==> src/rtl/cc_gateand_arbiter.sv <==
// ---------------------------------------------------------------------------
// cc_gateand_arbiter
//   Round-robin arbiter and sequencer in front of a single registered
//   bitwise-AND unit shared by NUM_REQ = 2**ID_W requesters. One operation
//   takes exactly three cycles: IDLE (arbitrate + latch operands), BUSY
//   (compute, pulse Valid/Ack), DONE (clear, advance pointer).
//
//   Optional feature: define CC_GATEANDARBITER_STATS_EN to add a 16-bit
//   wrapping count of completed operations on CC_GateANDArbiter_OpCount_Out.
//
// Ports:
//   CC_GateANDArbiter_CLOCK_50     in   system clock (rising edge)
//   CC_GateANDArbiter_RESET_InLow  in   asynchronous active-low reset
//   CC_GateANDArbiter_Req_In       in   level requests, bit i = requester i
//   CC_GateANDArbiter_A_In         in   operand A, requester i at [i*DATA_W +: DATA_W]
//   CC_GateANDArbiter_B_In         in   operand B, same packing
//   CC_GateANDArbiter_Grant_Out    out  one-hot grant, high while in flight
//   CC_GateANDArbiter_Ack_Out      out  one-hot one-cycle completion pulse
//   CC_GateANDArbiter_Valid_Out    out  one-cycle result-valid pulse
//   CC_GateANDArbiter_Id_Out       out  requester index of Result_Out
//   CC_GateANDArbiter_Result_Out   out  registered A & B (held between ops)
//   CC_GateANDArbiter_OpCount_Out  out  completed-operation count (STATS_EN only)
// ---------------------------------------------------------------------------
module cc_gateand_arbiter #(
  parameter int DATA_W = 8,
  parameter int ID_W   = 2
) (
  input  logic                        CC_GateANDArbiter_CLOCK_50,
  input  logic                        CC_GateANDArbiter_RESET_InLow,
  input  logic [(2**ID_W)-1:0]        CC_GateANDArbiter_Req_In,
  input  logic [(2**ID_W)*DATA_W-1:0] CC_GateANDArbiter_A_In,
  input  logic [(2**ID_W)*DATA_W-1:0] CC_GateANDArbiter_B_In,
  output logic [(2**ID_W)-1:0]        CC_GateANDArbiter_Grant_Out,
  output logic [(2**ID_W)-1:0]        CC_GateANDArbiter_Ack_Out,
  output logic                        CC_GateANDArbiter_Valid_Out,
  output logic [ID_W-1:0]             CC_GateANDArbiter_Id_Out,
  output logic [DATA_W-1:0]           CC_GateANDArbiter_Result_Out
`ifdef CC_GATEANDARBITER_STATS_EN
  ,
  output logic [15:0]                 CC_GateANDArbiter_OpCount_Out
`endif
);

  localparam int NUM_REQ = 2**ID_W;

  typedef enum logic [1:0] {
    S_IDLE = 2'd0,
    S_BUSY = 2'd1,
    S_DONE = 2'd2
  } state_t;

  state_t              state_q;
  logic [ID_W-1:0]     ptr_q;
  logic [ID_W-1:0]     idx_q;
  logic [DATA_W-1:0]   a_q;
  logic [DATA_W-1:0]   b_q;
  logic [NUM_REQ-1:0]  grant_q;
  logic [NUM_REQ-1:0]  ack_q;
  logic                valid_q;
  logic [ID_W-1:0]     id_q;
  logic [DATA_W-1:0]   result_q;
`ifdef CC_GATEANDARBITER_STATS_EN
  logic [15:0]         opcount_q;
`endif

  // Unpack the flat operand buses so the granted slice can be picked by index.
  logic [DATA_W-1:0] a_slice [NUM_REQ];
  logic [DATA_W-1:0] b_slice [NUM_REQ];

  generate
    for (genvar gi = 0; gi < NUM_REQ; gi++) begin : g_unpack
      assign a_slice[gi] = CC_GateANDArbiter_A_In[gi*DATA_W +: DATA_W];
      assign b_slice[gi] = CC_GateANDArbiter_B_In[gi*DATA_W +: DATA_W];
    end
  endgenerate

  // Round-robin pick: scan offsets from the highest down so that the
  // smallest offset from ptr_q (highest priority) is the last one written.
  // The ID_W-bit addition wraps modulo NUM_REQ by itself.
  logic                arb_hit;
  logic [ID_W-1:0]     arb_idx;
  logic [ID_W-1:0]     arb_cand;
  logic [NUM_REQ-1:0]  arb_onehot;

  always_comb begin
    arb_hit    = 1'b0;
    arb_idx    = '0;
    arb_cand   = '0;
    arb_onehot = '0;
    for (int k = NUM_REQ - 1; k >= 0; k--) begin
      arb_cand = ptr_q + ID_W'(k);
      if (CC_GateANDArbiter_Req_In[arb_cand]) begin
        arb_hit = 1'b1;
        arb_idx = arb_cand;
      end
    end
    arb_onehot[arb_idx] = arb_hit;
  end

  always_ff @(posedge CC_GateANDArbiter_CLOCK_50 or negedge CC_GateANDArbiter_RESET_InLow) begin
    if (!CC_GateANDArbiter_RESET_InLow) begin
      state_q  <= S_IDLE;
      ptr_q    <= '0;
      idx_q    <= '0;
      a_q      <= '0;
      b_q      <= '0;
      grant_q  <= '0;
      ack_q    <= '0;
      valid_q  <= 1'b0;
      id_q     <= '0;
      result_q <= '0;
`ifdef CC_GATEANDARBITER_STATS_EN
      opcount_q <= '0;
`endif
    end else begin
      case (state_q)
        S_IDLE: begin
          // Operands are captured only here; later changes are ignored.
          if (arb_hit) begin
            a_q     <= a_slice[arb_idx];
            b_q     <= b_slice[arb_idx];
            idx_q   <= arb_idx;
            grant_q <= arb_onehot;
            state_q <= S_BUSY;
          end
        end
        S_BUSY: begin
          result_q <= a_q & b_q;
          id_q     <= idx_q;
          valid_q  <= 1'b1;
          // The grant is already the one-hot of idx_q.
          ack_q    <= grant_q;
          state_q  <= S_DONE;
`ifdef CC_GATEANDARBITER_STATS_EN
          opcount_q <= opcount_q + 16'd1;
`endif
        end
        S_DONE: begin
          valid_q <= 1'b0;
          ack_q   <= '0;
          grant_q <= '0;
          // Served requester drops to lowest priority for the next round.
          ptr_q   <= idx_q + ID_W'(1);
          state_q <= S_IDLE;
        end
        default: begin
          state_q <= S_IDLE;
        end
      endcase
    end
  end

  assign CC_GateANDArbiter_Grant_Out  = grant_q;
  assign CC_GateANDArbiter_Ack_Out    = ack_q;
  assign CC_GateANDArbiter_Valid_Out  = valid_q;
  assign CC_GateANDArbiter_Id_Out     = id_q;
  assign CC_GateANDArbiter_Result_Out = result_q;
`ifdef CC_GATEANDARBITER_STATS_EN
  assign CC_GateANDArbiter_OpCount_Out = opcount_q;
`endif

endmodule

==> config.mk <==
export PLATFORM = sky130hd
export DESIGN_NAME = cc_gateand_arbiter
export DESIGN_NICKNAME = d
export VERILOG_FILES = /design/src/rtl/cc_gateand_arbiter.sv
export SDC_FILE = /design/constraint.sdc
export NUM_CORES = 1
export LEC_CHECK = 0
export ABC_CLOCK_PERIOD_IN_PS = 2300
export CORE_ASPECT_RATIO = 1.4
export CORE_MARGIN = 4
export CORE_UTILIZATION = 45
export CTS_BUF_LIST = sky130_fd_sc_hd__clkbuf_8
export CTS_CLUSTER_SIZE = 20
export DETAILED_ROUTE_END_ITERATION = 10
export HOLD_SLACK_MARGIN = 0.02
export PLACE_DENSITY_LB_ADDON = 0.05
export REMOVE_ABC_BUFFERS = 1
export SLEW_MARGIN = 40
export SYNTH_ARGS = -nofsm -noshare
export SYNTH_HDL_FRONTEND = slang
export SYNTH_SLANG_ARGS = --single-unit
==> constraint.sdc <==
create_clock -name CC_GateANDArbiter_CLOCK_50 -period 2.3 [get_ports CC_GateANDArbiter_CLOCK_50]
set_input_delay 0.46 -clock CC_GateANDArbiter_CLOCK_50 [delete_from_list [all_inputs] [get_ports CC_GateANDArbiter_CLOCK_50]]
set_output_delay 0.46 -clock CC_GateANDArbiter_CLOCK_50 [all_outputs]
set_load 0.02 [all_outputs]
Yosys cells after proc, flatten, opt, wreduce, memory -nomap -nowiden
Index checks and enable logic that the tools add are counted.
- $add $sub $neg: 4
- magnitude comparators: 7
- equal/unequal tests: 3
- muxes and demuxes: 30
- bitwise operators: 3
- reductions and logical operators: 6
- operators by type and width (operator ; count):
    8-bit binary-select mux with 2-bit select ; 2
    8-bit 2-to-1 mux ; 4
    4-bit case mux with 2 select lines ; 2
    2-bit by 3-bit less-than comparator with 1-bit output, second input constant ; 5
    2-bit 2-to-1 mux ; 5
    1-bit 2-to-1 mux ; 9
    8-bit bitwise AND ; 1
    1-bit binary-select mux with 2-bit select ; 4
    2-bit by 1-bit adder with 2-bit output, second input constant ; 2
    2-bit adder, second input constant ; 2
    4-bit bitwise AND ; 1
    4-bit 2-to-1 mux ; 1
    2-bit case mux with 2 select lines ; 1
    2-bit AND reduction ; 2
    2-bit nonzero test ; 2
    3-bit >= comparator, second input constant ; 1
    2-bit NOT with 3-bit output ; 1
    1-bit demux with 2-bit select ; 1
    2-bit by 1-bit equality test with 1-bit output, second input constant ; 1
    2-bit equality test, second input constant ; 1
    2-bit by 1-bit >= comparator with 1-bit output, second input constant ; 1
    2-bit zero test ; 1
    2-bit != test, second input constant ; 1
    1-bit case mux with 2 select lines ; 1
    1-bit logical AND ; 1
- bits in registers: 41
- input bits: 70
- output and inout bits: 19
- word-level logic and storage cells: 63

Longest topological paths before layout
- depth in word-level cells: 14
- gate-level depth with buffers: 7
- mapped depth without buffers: 6

Worst setup path after synthesis
No wires, ideal clock.
- kind: flip-flop to flip-flop
- start: reg state_q[0]
- end: reg a_q[0]
- library setup time: 0.134 ns
- arrival time: 1.434 ns
- data required time: 2.166 ns
- path slack: 0.732 ns
- cell stages (with the launch flop): 8
- path buffers: 1
- period minus slack after synthesis: 1.568 ns
- cells stage by stage: dfrtp_1 -> inv_1 -> ha_1 -> o211ai_1 -> nor2_2 -> buf_6 -> a222oi_1 -> o21ai_1
- word-level cells in the longest chain between the ends: 2
- RTL lines (what ; RTL line ; source):
    from (decl) ; 52 ; state_t state_q;
    from (signal assigned) ; 102 ; state_q <= S_IDLE;
    from (signal assigned) ; 124 ; state_q <= S_BUSY;
    from (signal assigned) ; 133 ; state_q <= S_DONE;
    2-bit zero test ; 116 ; case (state_q)
    2-bit AND reduction (no line) ; - ;
    to (signal assigned) ; 120 ; a_q <= a_slice[arb_idx];
    to (decl) ; 55 ; logic [DATA_W-1:0] a_q;
Every way passes these cells.
A chain may end at the register's enable or synchronous reset.

Worst setup path after layout
- start: reg state_q[1]
- end: reg a_q[0]
The elaborated chain is that of the path after synthesis.

==> out/results.tsv <==
stage	metric	value	unit
sta	setup violators final	0	
critical_path	critical path class	flip-flop to flip-flop	
critical_path	Setup crit end kind	flip-flop	
global_route	initial antenna violation count	0	
power	Logic pwr share	51.3	%
floorplanning	I/O Pins	89	
global_route	first-pass GRT wire length	8510	µm
clocking	CTS Hold Bufs	0	
synth	Synth Warn #	0	
global_route	global route overflow	0	
worst_hold_path	HP Class	primary input to asynchronous set/reset pin	
sta	Period minus WS final	2.05	ns
critical_path	critical path's largest stage delay	0.63	ns
global_route	pin count of the biggest net entering global routing	20	
sta	Worst Skew	0.00315	ns
sta	Final Slew Violations	0	
routing	vias per cell	5.39	
sta	Setup WS post-layout	0.247	ns
floorplanning	Die Area	0.00583	mm²
placed_design	Placement Setup Slack	-0.0309	ns
clocking	total CTS buffers	5	
clocking	Clock Latency Late Sink	0.29	ns
finish	Layout area overhead	51.4	%
sta	measured slew at the worst slew-check pin	0.797	ns
floorplanning	Die Wd	65.7	µm
routing	antenna viol nets, final	0	
finish	Final Cell Area	0.00317	mm²
power	PwrDens	1100	mW/mm²
synth	Post-synth EDFFs	0	
floorplanning	die height	88.8	µm
power	Sw Pwr	1.33	mW
critical_path	Critical Path Start Type	flip-flop	
synth	post-synthesis cell count	196	
synth	Unique masters post-synth	37	
synth	area share of the largest cell type after synthesis	48.9	%
synth	Synth async-reset ratio	100	%
routing	via count	1899	
finish	layout cells sized above 1	10.3	%
clocking	cts repair resizes	0	
finish	Antenna Cells	0	
synth	sequential area share after synthesis	48.9	%
placed_design	placed inst area	0.00309	mm²
finish	fin nets	365	
placed_design	Port Buffer Count	88	
routing	drt total wl	5340	µm
power	internal power	2.16	mW
clocking	clock sinks	41	
routing	DRC viols	0	
run_status	run status	finished, final reports clean	
floorplanning	# rows	29	
critical_path	CP cell instances	inv_1 -> ha_1 -> o211ai_1 -> nor2_2 -> a222oi_1 -> o21ai_1	
critical_path	CP Data Arrival Time	2.27	ns
sta	setup TNS	0	ns
clocking	TritonCTS clock tree	yes	
routing	Iteration-0 DRC Markers	150	
synth	Primary FF master, synth	dfrtp_1	
floorplanning	CORE AREA	0.00454	mm²
global_route	vias in the first global route	1856	
synth	Netlist Area Pre-Place	0.00210	mm²
synth	Area contributors post-synth	dfrtp_1 49%, mux2i_1 8.1%, a222oi_1 7.6%	
sta	RSZ-0062 raised after global routing	no	
critical_path	CP Max Fanout	17	
critical_path	Critical Path RT	2.52	ns
sta	WHS	0.0948	ns
flow_run	total of max-cap violations	0	
clocking	post-CTS setup buffers	0	
synth	top-count cell post-synth	dfrtp_1	
power	leakage	1.36	nW
placed_design	RePlAce Congestion	0.775	
power	Sw Share	38.0	%
clocking	CTS H-tree lvls	2	
routing	DRT Pass-1 Iters	5	
routing	WL/cell	15.2	µm
floorplanning	Starting Density	46.2	%
finish	FILL cells	355	
sta	fin crit share	89.3	%
power	clock power share	13.3	%
sta	Slew headroom	46.8	%
synth	Post-synth top cells	41 x dfrtp_1, 28 x o21ai_0, 19 x inv_1	
power	part of the power in registers	35.5	%
placed_design	HPWL after DPL	4150	µm
synth	syn_area_per_cell	10.7	µm²
power	Peak VDD IR	0.602	mV
clocking	CTS Buffer Depth	2	
sta	endpoints failing hold	0	
critical_path	Slowest cell on crit path	nor2_2	
clocking	clk slew on worst S/H paths	0.07	ns
clocking	clk root buf	clkbuf_8	
synth	post-synth top area cell	dfrtp_1	
global_route	GRT Total Usage	19.3	%
sta	f_max	487	MHz
synth	number of synthesized register bits	41	
critical path: cells and delay by family, from the launching register on:
| kind | cells | cell delay (ns) |
|---|---|---|
| compound gates | 3 | 0.51 |
| simple gates | 1 | 0.63 |
| fa+ha+maj | 1 | 0.31 |
| buf+inv | 1 | 0.13 |
| flops | 1 | 0.39 |
sequential cells by signal (all words and copies together) (netlist names):
signal                        flops
b_q                               8
a_q                               8
CC_GateANDArbiter_Id_Out          2
ptr_q                             2
CC_GateANDArbiter_Result_Out      8
state_q                           2
CC_GateANDArbiter_Valid_Out       1
idx_q                             2
CC_GateANDArbiter_Grant_Out       4
CC_GateANDArbiter_Ack_Out         4
stage by stage:
stage,instances,power (mW),utilization (%)
2_1_floorplan,184,2.28,-
3_3_place_gp,345,3.02,68.1
3_5_place_dp,345,3.06,68.1
4_1_cts,352,3.52,70.0
5_1_grt,352,3.75,70.0
6_report,352,3.49,70.0
power by group through the flow:
stage               registers, mW  clock network, mW  logic (mW)
global route                 1.28              0.507        1.97
finish                       1.24              0.463        1.79
global placement             1.24                  0        1.78
floorplan                    1.34                  0       0.941
CTS                          1.24              0.476        1.81
detailed placement           1.25                  0        1.80
layer usage:
layer,GRT usage (%),routed length (µm)
met3,6.23,549
met5,0,0
met2,34.7,2750
met4,6.42,68
met1,21.3,1970
path summary, 6_finish.rpt:
kind / startpoint / end / slack (ns) / cells after the start
setup / recovery: state_q[1] / a_q[0] / 0.25 / 6
hold / removal: CC_GateANDArbiter_RESET_InLow / CC_GateANDArbiter_Ack_Out[3] / 0.09 / 1
setup reg to reg: state_q[1] / a_q[0] / 0.25 / 6
hold reg to reg: CC_GateANDArbiter_Id_Out[1] / CC_GateANDArbiter_Id_Out[1] / 0.51 / 1
max in group asynchronous: CC_GateANDArbiter_RESET_InLow / b_q[3] / 1.69 / 2
min in group CC_GateANDArbiter_CLOCK_50: CC_GateANDArbiter_Id_Out[1] / CC_GateANDArbiter_Id_Out[1] / 0.51 / 1
cells by family after synthesis:
kind of cell / Yosys count / share of synthesized area (%)
compound gates: 66 / 22.0
flops: 41 / 48.9
buf+inv: 32 / 7.22
simple gates: 30 / 8.23
mux: 21 / 10.3
fa+ha+maj: 5 / 2.98
xor+xnor: 1 / 0.418
placed cells by master, fill, tap and decap left out:
cell type and count:
buf_4 9, o21bai_2 1, nand2_1 4, nor3b_1 3
o221ai_1 1, nor2_2 1, o21ai_1 4, a221oi_1 1
a21oi_1 7, a222oi_1 16, mux2i_1 17, nor4_1 1
o22ai_2 1, xnor2_1 1, ha_1 5, clkdlybuf4s50_1 87
inv_1 20, o2111a_1 1, a221oi_2 1, dfrtp_1 41
inv_2 1, and2b_2 1, o31ai_1 2, mux2_2 4
nor2_1 3, buf_2 1, nor3_1 1, nand2b_2 1
and2_1 1, a211oi_2 1, o21ai_0 28, nand2b_1 2
clkbuf_8 6, nand3_1 8, a211o_1 1, o211ai_1 1
buf_12 2, nand3b_1 4
layout make-up:
class                   instances  area (µm²)  share of cell area (%)
clock buffers                   6        82.6                    2.60
clock inverters                 1        3.75                   0.118
inverters                      20        75.1                    2.37
multi-input cells             123         926                    29.2
flip-flops and latches         41        1030                    32.3
well taps                      62        77.6                    2.44
repair buffers                 99         983                    31.0
(Power assumes the default switching activity.)
